<file path="src/rtl/slot_pkg.sv">
// slot_pkg: slot-bus register map, sequencer state type
// and the operand-pair bundle shared by slot_master_seq.
package slot_pkg;

  localparam logic [4:0] ADDR_RES = 5'b00000;
  localparam logic [4:0] ADDR_A   = 5'b00001;
  localparam logic [4:0] ADDR_B   = 5'b00010;

  typedef enum logic [2:0] {
    IDLE,
    WR_A,
    WR_B,
    WAIT,
    RD
  } state_e;

  typedef struct packed {
    logic [31:0] a;
    logic [31:0] b;
  } op_pair_t;

endpackage

</file>
<file path="src/rtl/slot_master_seq_if.sv">
// slot_master_seq_if: operand push, result pop and slot-bus
// signals of the sequencer, with master/slave views.
interface slot_master_seq_if;

  logic        op_valid;
  logic        op_ready;
  logic [31:0] op_a;
  logic [31:0] op_b;

  logic        res_valid;
  logic        res_ready;
  logic [31:0] res_data;

  logic        cs;
  logic        read;
  logic        write;
  logic [4:0]  addr;
  logic [31:0] wr_data;
  logic [31:0] rd_data;

  modport master (
    input  op_valid, op_a, op_b,
    input  res_ready, rd_data,
    output op_ready, res_valid, res_data,
    output cs, read, write, addr, wr_data
  );

  modport slave (
    output op_valid, op_a, op_b,
    output res_ready, rd_data,
    input  op_ready, res_valid, res_data,
    input  cs, read, write, addr, wr_data
  );

endinterface

</file>
<file path="src/rtl/sync_fifo.sv">
// sync_fifo: single-clock FIFO, registered count, no bypass.
// Push when full and pop when empty are ignored.
module sync_fifo #(
  parameter int WIDTH = 32,
  parameter int DEPTH = 8
) (
  input  logic                   clk,
  input  logic                   reset,
  input  logic                   push,
  input  logic [WIDTH-1:0]       din,
  input  logic                   pop,
  output logic [WIDTH-1:0]       dout,
  output logic                   full,
  output logic                   empty,
  output logic [$clog2(DEPTH):0] count
);

  localparam int AW = $clog2(DEPTH);

  logic [WIDTH-1:0] mem_q [DEPTH];
  logic [AW-1:0]    wr_ptr_q, wr_ptr_d;
  logic [AW-1:0]    rd_ptr_q, rd_ptr_d;
  logic [AW:0]      count_q, count_d;
  logic             do_push, do_pop;

  assign full    = (count_q == (AW+1)'(DEPTH));
  assign empty   = (count_q == '0);
  assign count   = count_q;
  assign dout    = mem_q[rd_ptr_q];
  assign do_push = push && !full;
  assign do_pop  = pop && !empty;

  // Next pointers and occupancy; pointers wrap naturally.
  always_comb begin
    wr_ptr_d = wr_ptr_q + AW'(do_push);
    rd_ptr_d = rd_ptr_q + AW'(do_pop);
    count_d  = count_q + (AW+1)'(do_push)
                       - (AW+1)'(do_pop);
  end

  // Pointer and count state.
  always_ff @(posedge clk) begin
    if (reset) begin
      wr_ptr_q <= '0;
      rd_ptr_q <= '0;
      count_q  <= '0;
    end else begin
      wr_ptr_q <= wr_ptr_d;
      rd_ptr_q <= rd_ptr_d;
      count_q  <= count_d;
    end
  end

  // Storage; contents are don't-care until counted.
  always_ff @(posedge clk) begin
    if (do_push) mem_q[wr_ptr_q] <= din;
  end

endmodule

</file>
<file path="src/rtl/slot_master_seq.sv">
// slot_master_seq: runs WR_A/WR_B/WAIT/RD slot-bus cycles per pair.
// SLOT_MASTER_PERF_EN adds a busy-cycle counter on busy_cycles.
module slot_master_seq
  import slot_pkg::*;
#(
  parameter int LATENCY = 4,
  parameter int DEPTH   = 8
) (
  input  logic              clk,
  input  logic              reset,
  slot_master_seq_if.master bus,
  output logic              busy,
  output logic [31:0]       txn_count,
  output logic [31:0]       busy_cycles
);

  localparam int CW = $clog2(DEPTH) + 1;
  localparam logic [7:0] WAIT_INIT =
    (LATENCY > 0) ? 8'(LATENCY - 1) : 8'd0;

  op_pair_t    op_din, op_head;
  logic        op_full, op_empty, op_pop;
  logic        res_full, res_empty, res_push;
  logic [CW-1:0] unused_op_count;
  logic [CW-1:0] unused_res_count;

  state_e      state_q, state_d;
  logic        cs_q, cs_d;
  logic        rd_q, rd_d;
  logic        wr_q, wr_d;
  logic [4:0]  addr_q, addr_d;
  logic [31:0] wdata_q, wdata_d;
  logic [7:0]  wait_q, wait_d;
  logic [31:0] txn_q, txn_d;

  assign op_din       = '{a: bus.op_a, b: bus.op_b};
  assign bus.op_ready = !op_full && !reset;
  assign bus.res_valid = !res_empty && !reset;

  sync_fifo #(
    .WIDTH(64),
    .DEPTH(DEPTH)
  ) u_op_fifo (
    .clk  (clk),
    .reset(reset),
    .push (bus.op_valid && bus.op_ready),
    .din  (op_din),
    .pop  (op_pop),
    .dout (op_head),
    .full (op_full),
    .empty(op_empty),
    .count(unused_op_count)
  );

  sync_fifo #(
    .WIDTH(32),
    .DEPTH(DEPTH)
  ) u_res_fifo (
    .clk  (clk),
    .reset(reset),
    .push (res_push),
    .din  (bus.rd_data),
    .pop  (bus.res_ready && bus.res_valid),
    .dout (bus.res_data),
    .full (res_full),
    .empty(res_empty),
    .count(unused_res_count)
  );

  // Next state plus bus strobes for the state being entered,
  // so the registered strobes always match the registered state.
  always_comb begin
    state_d  = state_q;
    cs_d     = 1'b0;
    rd_d     = 1'b0;
    wr_d     = 1'b0;
    addr_d   = '0;
    wdata_d  = '0;
    wait_d   = wait_q;
    txn_d    = txn_q;
    op_pop   = 1'b0;
    res_push = 1'b0;
    unique case (state_q)
      IDLE: begin
        if (!op_empty && !res_full) begin
          state_d = WR_A;
          cs_d    = 1'b1;
          wr_d    = 1'b1;
          addr_d  = ADDR_A;
          wdata_d = op_head.a;
        end
      end
      WR_A: begin
        state_d = WR_B;
        cs_d    = 1'b1;
        wr_d    = 1'b1;
        addr_d  = ADDR_B;
        wdata_d = op_head.b;
      end
      WR_B: begin
        op_pop = 1'b1;
        if (LATENCY == 0) begin
          state_d = RD;
          cs_d    = 1'b1;
          rd_d    = 1'b1;
          addr_d  = ADDR_RES;
        end else begin
          state_d = WAIT;
          wait_d  = WAIT_INIT;
        end
      end
      WAIT: begin
        if (wait_q == 8'd0) begin
          state_d = RD;
          cs_d    = 1'b1;
          rd_d    = 1'b1;
          addr_d  = ADDR_RES;
        end else begin
          wait_d = wait_q - 8'd1;
        end
      end
      RD: begin
        res_push = 1'b1;
        txn_d    = txn_q + 32'd1;
        state_d  = IDLE;
      end
      default: state_d = IDLE;
    endcase
  end

  // Sequencer state and registered bus outputs.
  always_ff @(posedge clk) begin
    if (reset) begin
      state_q <= IDLE;
      cs_q    <= 1'b0;
      rd_q    <= 1'b0;
      wr_q    <= 1'b0;
      addr_q  <= '0;
      wdata_q <= '0;
      wait_q  <= '0;
      txn_q   <= '0;
    end else begin
      state_q <= state_d;
      cs_q    <= cs_d;
      rd_q    <= rd_d;
      wr_q    <= wr_d;
      addr_q  <= addr_d;
      wdata_q <= wdata_d;
      wait_q  <= wait_d;
      txn_q   <= txn_d;
    end
  end

  assign bus.cs      = cs_q;
  assign bus.read    = rd_q;
  assign bus.write   = wr_q;
  assign bus.addr    = addr_q;
  assign bus.wr_data = wdata_q;
  assign busy        = (state_q != IDLE);
  assign txn_count   = txn_q;

`ifdef SLOT_MASTER_PERF_EN
  logic [31:0] bcyc_q, bcyc_d;

  // Count every cycle spent outside IDLE.
  always_comb begin
    bcyc_d = bcyc_q + 32'(busy);
  end

  // Busy-cycle counter state.
  always_ff @(posedge clk) begin
    if (reset) bcyc_q <= '0;
    else       bcyc_q <= bcyc_d;
  end

  assign busy_cycles = bcyc_q;
`else
  assign busy_cycles = '0;
`endif

endmodule

</file>
<file path="src/flat_wrapper.sv">
// flat-port wrapper written by rule: the top's interface ports become plain ports
module slot_master_seq_flat import slot_pkg::*;
#(
  parameter int LATENCY = 4,
  parameter int DEPTH   = 8
)
  (clk, reset, busy, txn_count, busy_cycles, bus_op_valid, bus_op_a, bus_op_b, bus_res_ready, bus_rd_data, bus_op_ready, bus_res_valid, bus_res_data, bus_cs, bus_read, bus_write, bus_addr, bus_wr_data);
  slot_master_seq_if bus_i ();
  input  logic clk;
  input  logic reset;
  output logic busy;
  output logic [31:0] txn_count;
  output logic [31:0] busy_cycles;
  input wire logic [$bits(bus_i.op_valid)-1:0] bus_op_valid;
  input wire logic [$bits(bus_i.op_a)-1:0] bus_op_a;
  input wire logic [$bits(bus_i.op_b)-1:0] bus_op_b;
  input wire logic [$bits(bus_i.res_ready)-1:0] bus_res_ready;
  input wire logic [$bits(bus_i.rd_data)-1:0] bus_rd_data;
  output wire logic [$bits(bus_i.op_ready)-1:0] bus_op_ready;
  output wire logic [$bits(bus_i.res_valid)-1:0] bus_res_valid;
  output wire logic [$bits(bus_i.res_data)-1:0] bus_res_data;
  output wire logic [$bits(bus_i.cs)-1:0] bus_cs;
  output wire logic [$bits(bus_i.read)-1:0] bus_read;
  output wire logic [$bits(bus_i.write)-1:0] bus_write;
  output wire logic [$bits(bus_i.addr)-1:0] bus_addr;
  output wire logic [$bits(bus_i.wr_data)-1:0] bus_wr_data;
  assign bus_i.op_valid = bus_op_valid;
  assign bus_i.op_a = bus_op_a;
  assign bus_i.op_b = bus_op_b;
  assign bus_i.res_ready = bus_res_ready;
  assign bus_i.rd_data = bus_rd_data;
  assign bus_op_ready = bus_i.op_ready;
  assign bus_res_valid = bus_i.res_valid;
  assign bus_res_data = bus_i.res_data;
  assign bus_cs = bus_i.cs;
  assign bus_read = bus_i.read;
  assign bus_write = bus_i.write;
  assign bus_addr = bus_i.addr;
  assign bus_wr_data = bus_i.wr_data;
  slot_master_seq #(.LATENCY(LATENCY), .DEPTH(DEPTH)) u_core (.clk(clk), .reset(reset), .bus(bus_i), .busy(busy), .txn_count(txn_count), .busy_cycles(busy_cycles));
endmodule
</file>
<file path="config.mk">
export PLATFORM = sky130hd
export DESIGN_NAME = slot_master_seq_flat
export DESIGN_NICKNAME = d
export VERILOG_FILES = /design/src/rtl/slot_pkg.sv /design/src/rtl/slot_master_seq_if.sv /design/src/rtl/sync_fifo.sv /design/src/rtl/slot_master_seq.sv /design/src/flat_wrapper.sv
export SDC_FILE = /design/constraint.sdc
export NUM_CORES = 1
export LEC_CHECK = 0
export CELL_PAD_IN_SITES_DETAIL_PLACEMENT = 0
export CELL_PAD_IN_SITES_GLOBAL_PLACEMENT = 1
export CORE_AREA = 2 2 245 247
export CTS_BUF_LIST = sky130_fd_sc_hd__clkbuf_4
export DETAILED_ROUTE_END_ITERATION = 8
export DIE_AREA = 0 0 247 249
export HOLD_SLACK_MARGIN = 0.1
export PLACE_DENSITY = 0.92
export SYNTH_ARGS = -nofsm -noshare
export SYNTH_HDL_FRONTEND = slang
export SYNTH_SLANG_ARGS = --single-unit
</file>
<file path="constraint.sdc">
create_clock -name clk -period 15.75 [get_ports clk]
set_input_delay 3.15 -clock clk [delete_from_list [all_inputs] [get_ports clk]]
set_output_delay 3.15 -clock clk [all_outputs]
set_load 0.02 [all_outputs]
</file>
==> flow_metrics.env, run 1 <==
export IMPL_tightest_slew_ns=1.19
export IMPL_core_area_um2=58700
export IMPL_rows=89
export IMPL_yosysWarningCount=0
export IMPL_cts_path_max_buffers=3
export IMPL_finalClockSkew_ns=0.0546
export IMPL_hold_path_startpoint="u_core.txn_count[31]$_SDFFE_PP0N_"
export IMPL_crit_type="in -> out"
export IMPL_synth_main_ff_cell="edfxtp_1"
export IMPL_portBuffers=203
export IMPL_synth_yosys_seq_area_share=0.756
export IMPL_min_path_cells=2
export IMPL_dpl_hpwl_um=35000
export IMPL_final_nets=2094
export IMPL_slew_viol_final=0
export IMPL_synthArstFlopShare=0
export IMPL_grt_ovfl_total=0
export IMPL_die_area_um2=61500
export IMPL_post_cts_resized=0
export IMPL_cts_made_buffers=206
export IMPL_whs_endpoint="u_core.txn_count[31]$_SDFFE_PP0N_"
export IMPL_ir_drop_mv=0.102
export IMPL_dpl_cell_area_um2=36100
export IMPL_viasPerCell=5.76
export IMPL_wire_per_inst_um=22.5
export IMPL_dpl_cell_count=2534
export IMPL_timing_rr_end="u_core.u_op_fifo.mem_q[0][63]$_DFFE_PP_"
export IMPL_crit_arrival_ns=4.55
export IMPL_clk_latency_ns=1.04
export IMPL_tns_ns=0
export IMPL_status="complete, no violations"
export IMPL_first_global_vias=17500
export IMPL_avgSynthCellArea_um2=20.6
export IMPL_start_kind="primary input"
export IMPL_drt_total_wl_um=65700
export IMPL_r2r_start="u_core.u_op_fifo.count[2]$_SDFF_PP0_"
export IMPL_grt_setup_unrepaired="no"
export IMPL_vias=16800
export IMPL_syn_to_final_growth_pct=17.4
export IMPL_layout_min_cycle_time_ns=7.70
export IMPL_post_cts_buffers=0
export IMPL_intPower_w=0.00400
export IMPL_reg2reg_slack_ns=12.49
export IMPL_antenna_found_initial=12
export IMPL_cts_hold_fix_buffers=0
export IMPL_crit_fanout=63
export IMPL_grtUsageTotal=0.219
export IMPL_start_util=0.565
export IMPL_cts_tree="done"
export IMPL_setup_worst_path_end_class="output pin"
export IMPL_cellLeakagePower_nw=12.3
export IMPL_r2r_worst_path_cells=6
export IMPL_htreeDepth=4
export IMPL_route_detailed_drc=0
export IMPL_combPwrFrac=0.140
export IMPL_stdcell_count=2921
export IMPL_ys_ff_latch=868
export IMPL_swShare=0.245
export IMPL_first_iter_violations=1233
export IMPL_chipHeight_um=249
export IMPL_cap_viol_max_count=0
export IMPL_die_w_um=247
export IMPL_cts_sinks=868
export IMPL_ant_nets=0
export IMPL_synth_edff_count=768
export IMPL_required_ns=12.60
export IMPL_cts_root_buf="clkbuf_4"
export IMPL_p_seq_frac=0.502
export IMPL_holdCritPathClass="reg -> reg"
export IMPL_power_switching_w=0.00130
export IMPL_p_per_area_nw_per_um2=136
export IMPL_max_clock_freq_mhz=130
export IMPL_netlist_area_um2=33200
export IMPL_io_pins=239
export IMPL_whs_ns=0.488
export IMPL_grt_max_degree=70
export IMPL_drive_gt1_frac=0.294
export IMPL_ys_types=54
export IMPL_first_pass_iters=5
export IMPL_finalInstanceArea_um2=38900
export IMPL_hold_viol=0
export IMPL_setup_viol=0
export IMPL_synthCells=1607
export IMPL_p_clk_frac=0.358
export IMPL_relSlewSlack=0.206
export IMPL_gp_congestion=0.794
export IMPL_grt_pass1_wl_um=101000
export IMPL_finalCritPeriodShare=0.489
export IMPL_path_clk_slew_ns=0.06
## metal layers
metal	vias up	global-route usage	share of wire
li1	7426	-	-
met1	8628	0.284	0.40
met2	643	0.354	0.51
met3	113	0.0643	0.077
met4	16	0.0807	0.018
met5	-	0	0.0015
## layout make-up
type	instances	area, µm²
sequential	868	25100
fill	3752	19800
multi-input combinational	642	7720
clock buffer	330	2480
timing repair buffer	229	2220
tap	773	967
clock inverter	51	369
inverter	22	82.6
antenna	6	15.0
## power groups by stage
| stage | Combinational (W) | Sequential [W] | Clock (W) |
|---|---|---|---|
| after detailed placement | 0.000749 | 0.00271 | 0 |
| after floorplan | 0.000483 | 0.00271 | 0 |
| after global placement | 0.000732 | 0.00271 | 0 |
| final | 0.000741 | 0.00266 | 0.00190 |
| after CTS | 0.000755 | 0.00266 | 0.00195 |
| after global routing | 0.000799 | 0.00267 | 0.00207 |
## state kept, by name (all words and copies together) (netlist names)
signal and flops:
u_core.bus.cs 1, u_core.bus.write 1, u_core.u_op_fifo.rd_ptr_q 3, u_core.wait_q 8, u_core.bus.wr_data 32, u_core.u_op_fifo.wr_ptr_q 3, u_core.u_op_fifo.count 4, u_core.bus.read 1
u_core.bus.addr 2, u_core.state_q 3, u_core.txn_count 32, u_core.u_res_fifo.wr_ptr_q 3, u_core.u_res_fifo.mem_q 256, u_core.u_res_fifo.count 4, u_core.u_op_fifo.mem_q 512, u_core.u_res_fifo.rd_ptr_q 3
## logic make-up after synthesis
| group | share of synthesized area |
|---|---|
| AOI/OAI and AO/OA | 0.0189 |
| xor gates and xnor gates | 0.00555 |
| adders and majority gates | 0.00988 |
| buffers and inverters | 0.0190 |
| DFF | 0.756 |
| muxes | 0.161 |
| other | 0.000113 |
| and+or+nand+nor | 0.0297 |
## cell usage after synthesis, types with 8 or more instances
cell	number	share of area
nand2_1	19	0.0022
or4_1	24	0.0054
mux2_2	32	0.011
buf_1	20	0.0023
nand4_1	13	0.0025
buf_4	35	0.0079
xnor2_1	14	0.0037
ha_1	23	0.0087
o22ai_1	32	0.0060
nand2b_1	8	0.0015
mux4_2	192	0.13
nor2_1	39	0.0044
nor2b_1	12	0.0023
nand3_1	13	0.0020
inv_1	22	0.0025
clkbuf_1	47	0.0053
mux2i_1	66	0.020
edfxtp_1	768	0.70
o31ai_1	17	0.0038
or3_1	9	0.0017
dfxtp_1	100	0.060
a21oi_1	31	0.0047
## critical path: stages
cell	delay, ns
buf_2	0.10
buf_4	0.30
a21oi_1	0.31
clkdlybuf4s50_1	0.66
## per-stage QoR
stage | utilization | power, W | worst slack [ns]
6_report | 0.663 | 0.00530 | 8.05
3_3_place_gp | 0.615 | 0.00344 | 8.10
4_1_cts | 0.663 | 0.00537 | 8.06
2_1_floorplan | - | 0.00320 | 6.96
5_1_grt | 0.663 | 0.00554 | 7.99
3_5_place_dp | 0.615 | 0.00346 | 8.06
## worst max-delay path by stage
stage / start / end / slack [ns] / cells past startpoint
4_1_cts: reset / bus_res_valid / 8.06 / 4
6_report: reset / bus_res_valid / 8.05 / 4
2_1_floorplan: reset / u_core.u_op_fifo.mem_q[1][0]$_DFFE_PP_ / 6.96 / 4
3_3_place_gp: reset / bus_res_valid / 8.10 / 4
3_5_place_dp: reset / bus_res_valid / 8.06 / 4
5_1_grt: reset / bus_res_valid / 7.99 / 4
## placed cells by master, fill, tap and decap left out, drive strengths merged, types with 13 or more instances in the layout
cell type	Yosys	layout
buf	62	27
mux2i	66	66
xnor2	14	14
o31ai	17	17
ha	23	23
mux4	192	192
dfxtp	100	100
mux2	32	32
o22ai	32	32
or4	24	24
clkdlybuf4s50	0	202
conb	1	35
clkinv	0	40
edfxtp	768	768
nor2	39	39
nand2	19	19
inv	22	28
clkbuf	47	330
nand4	13	13
nand3	13	13
a21oi	31	31
(Power assumes the default switching activity.)
==> run 2: changes to the inputs <==
--- a/config.mk
+++ b/config.mk
@@ -7,12 +7,12 @@
 export LEC_CHECK = 0
 export CELL_PAD_IN_SITES_DETAIL_PLACEMENT = 0
 export CELL_PAD_IN_SITES_GLOBAL_PLACEMENT = 1
-export CORE_AREA = 2 2 245 247
+export CORE_AREA = 2 2 254 256
 export CTS_BUF_LIST = sky130_fd_sc_hd__clkbuf_4
 export DETAILED_ROUTE_END_ITERATION = 8
-export DIE_AREA = 0 0 247 249
+export DIE_AREA = 0 0 256 258
 export HOLD_SLACK_MARGIN = 0.1
-export PLACE_DENSITY = 0.92
+export PLACE_DENSITY = 0.87
 export SYNTH_ARGS = -nofsm -noshare
 export SYNTH_HDL_FRONTEND = slang
 export SYNTH_SLANG_ARGS = --single-unit
==> constraint.sdc (replaced) <==
create_clock -name clk -period 7.3 [get_ports clk]
set_input_delay 1.46 -clock clk [delete_from_list [all_inputs] [get_ports clk]]
set_output_delay 1.46 -clock clk [all_outputs]
set_load 0.02 [all_outputs]
==> run 2 against run 1 <==
Combinational power increased by 120%. Clock-buffer cell count down 24. Core utilization shrank 5.2 points. Sequential cell count unchanged. Non-clock buffer count up 6. Via count grew 0.31%. Total power up 110%. Final area barely moved. Clock power up 110%. Cell count grew 3.0%. Critical path type is now reg -> out.
==> flow_metrics.env, run 2 (synthesis results as in run 1) <==
export IMPL_status="complete, no violations"
export IMPL_drive_gt1_frac=0.287
export IMPL_rows=93
export IMPL_final_nets=2105
export IMPL_wire_per_inst_um=22.0
export IMPL_cts_hold_fix_buffers=0
export IMPL_start_util=0.521
export IMPL_mostFrequentLayoutCells="edfxtp_1, clkbuf_4, clkdlybuf4s50_1"
export IMPL_grtUsageTotal=0.204
export IMPL_final_common_cell="edfxtp_1"
export IMPL_syn_to_final_growth_pct=17.4
export IMPL_post_cts_buffers=0
export IMPL_ir_drop_mv=0.247
export IMPL_layout_min_cycle_time_ns=5.40
export IMPL_p_seq_frac=0.507
export IMPL_dpl_hpwl_um=37700
export IMPL_intPower_w=0.00848
export IMPL_crit_fanout=36
export IMPL_tns_ns=0
export IMPL_viasPerCell=5.61
export IMPL_regMostFlops="u_core.u_op_fifo.mem_q"
export IMPL_power_switching_w=0.00282
export IMPL_hold_viol=0
export IMPL_post_cts_resized=0
export IMPL_antenna_found_initial=17
export IMPL_cts_root_buf="clkbuf_4"
export IMPL_relSlewSlack=0.256
export IMPL_power_w=0.0113
export IMPL_setup_viol=0
export IMPL_route_detailed_drc=0
export IMPL_portBuffers=203
export IMPL_drt_total_wl_um=66200
export IMPL_swShare=0.250
export IMPL_largest_reg_flops=512
export IMPL_first_iter_violations=1324
export IMPL_finalCritPeriodShare=0.740
export IMPL_die_area_um2=66000
export IMPL_htreeDepth=4
export IMPL_cap_viol_max_count=0
export IMPL_grt_ovfl_total=0
export IMPL_p_clk_frac=0.350
export IMPL_fillers=4434
export IMPL_first_pass_iters=7
export IMPL_stdcell_count=3010
export IMPL_grt_setup_unrepaired="no"
export IMPL_vias=16900
export IMPL_tightest_slew_ns=1.12
export IMPL_grt_pass1_wl_um=102000
export IMPL_cts_made_buffers=211
export IMPL_gp_congestion=0.763
export IMPL_dpl_cell_area_um2=36200
export IMPL_cts_tree="done"
export IMPL_start_kind="flop"
export IMPL_cts_sinks=868
export IMPL_path_clk_slew_ns=0.07
export IMPL_combPwrFrac=0.143
export IMPL_first_global_vias=17900
export IMPL_die_w_um=256
export IMPL_finalInstanceArea_um2=38900
export IMPL_clk_latency_ns=1.06
export IMPL_dpl_cell_count=2622
export IMPL_chipHeight_um=258
export IMPL_crit_type="reg -> out"
export IMPL_ant_nets=0
export IMPL_slew_viol_final=0
export IMPL_required_ns=5.84
export IMPL_largestRegisters="u_core.u_op_fifo.mem_q (512), u_core.u_res_fifo.mem_q (256)"
export IMPL_crit_arrival_ns=3.94
export IMPL_finalClockSkew_ns=0.0864
export IMPL_max_clock_freq_mhz=185
export IMPL_holdCritPathClass="reg -> reg"
export IMPL_grt_max_degree=79
export IMPL_core_area_um2=63600
export IMPL_io_pins=239
export IMPL_cellLeakagePower_nw=12.3
export IMPL_p_per_area_nw_per_um2=290
export IMPL_setup_worst_path_end_class="output pin"
export IMPL_cts_path_max_buffers=3
-- run 2: worst max-delay path, cell delays in order (launching register included) --
cell and delay [ns]:
dfxtp_4 0.82, buf_4 0.63, mux4_2 0.59, mux2_2 0.29
clkdlybuf4s50_1 0.54
-- run 2: path summary, 6_finish.rpt --
kind	startpoint	endpoint	slack (ns)	cells past startpoint
worst max-delay path	u_core.u_res_fifo.rd_ptr_q[0]$_SDFF_PP0_	bus_res_data[30]	1.90	4
worst min-delay path	u_core.txn_count[31]$_SDFFE_PP0N_	u_core.txn_count[31]$_SDFFE_PP0N_	0.48	2
worst min register to register	u_core.txn_count[31]$_SDFFE_PP0N_	u_core.txn_count[31]$_SDFFE_PP0N_	0.48	2
worst max register to register	u_core.u_op_fifo.count[2]$_SDFF_PP0_	u_core.u_op_fifo.mem_q[4][37]$_DFFE_PP_	3.74	6
-- run 2: through the flow --
step	hold WS (ns)	worst slack, ns	util
floorplan	0.459	0.200	-
CTS	0.488	1.69	0.612
finish	0.484	1.90	0.612
detailed placement	0.472	2.30	0.568
global placement	0.464	2.25	0.568
global route	0.518	1.58	0.612
-- run 2: area by class of cell --
cell class,count,area (µm²),area share
diodes,7,17.5,0.000450
clock buffers,306,2300,0.0590
clock inverters,75,445,0.0114
inverters,22,82.6,0.00212
multi-input cells,642,7680,0.197
flip-flops and latches,868,25100,0.644
well taps,855,1070,0.0275
repair buffers,235,2270,0.0582
-- run 2: power groups by stage --
| stage | Sequential [W] | Combinational [W] | Clock, W |
|---|---|---|---|
| floorplan | 0.00585 | 0.00104 | 0 |
| global placement | 0.00584 | 0.00160 | 0 |
| detailed placement | 0.00584 | 0.00163 | 0 |
| CTS | 0.00574 | 0.00165 | 0.00408 |
| global route | 0.00576 | 0.00174 | 0.00432 |
| finish | 0.00573 | 0.00161 | 0.00395 |
-- run 2: metal layers --
layer / GRT usage / share of wire / vias to the layer above
met4: 0.0840 / 0.018 / 24
met3: 0.0612 / 0.077 / 121
li1: - / - / 7444
met5: 0 / 0.0024 / -
met2: 0.341 / 0.52 / 627
met1: 0.252 / 0.39 / 8663
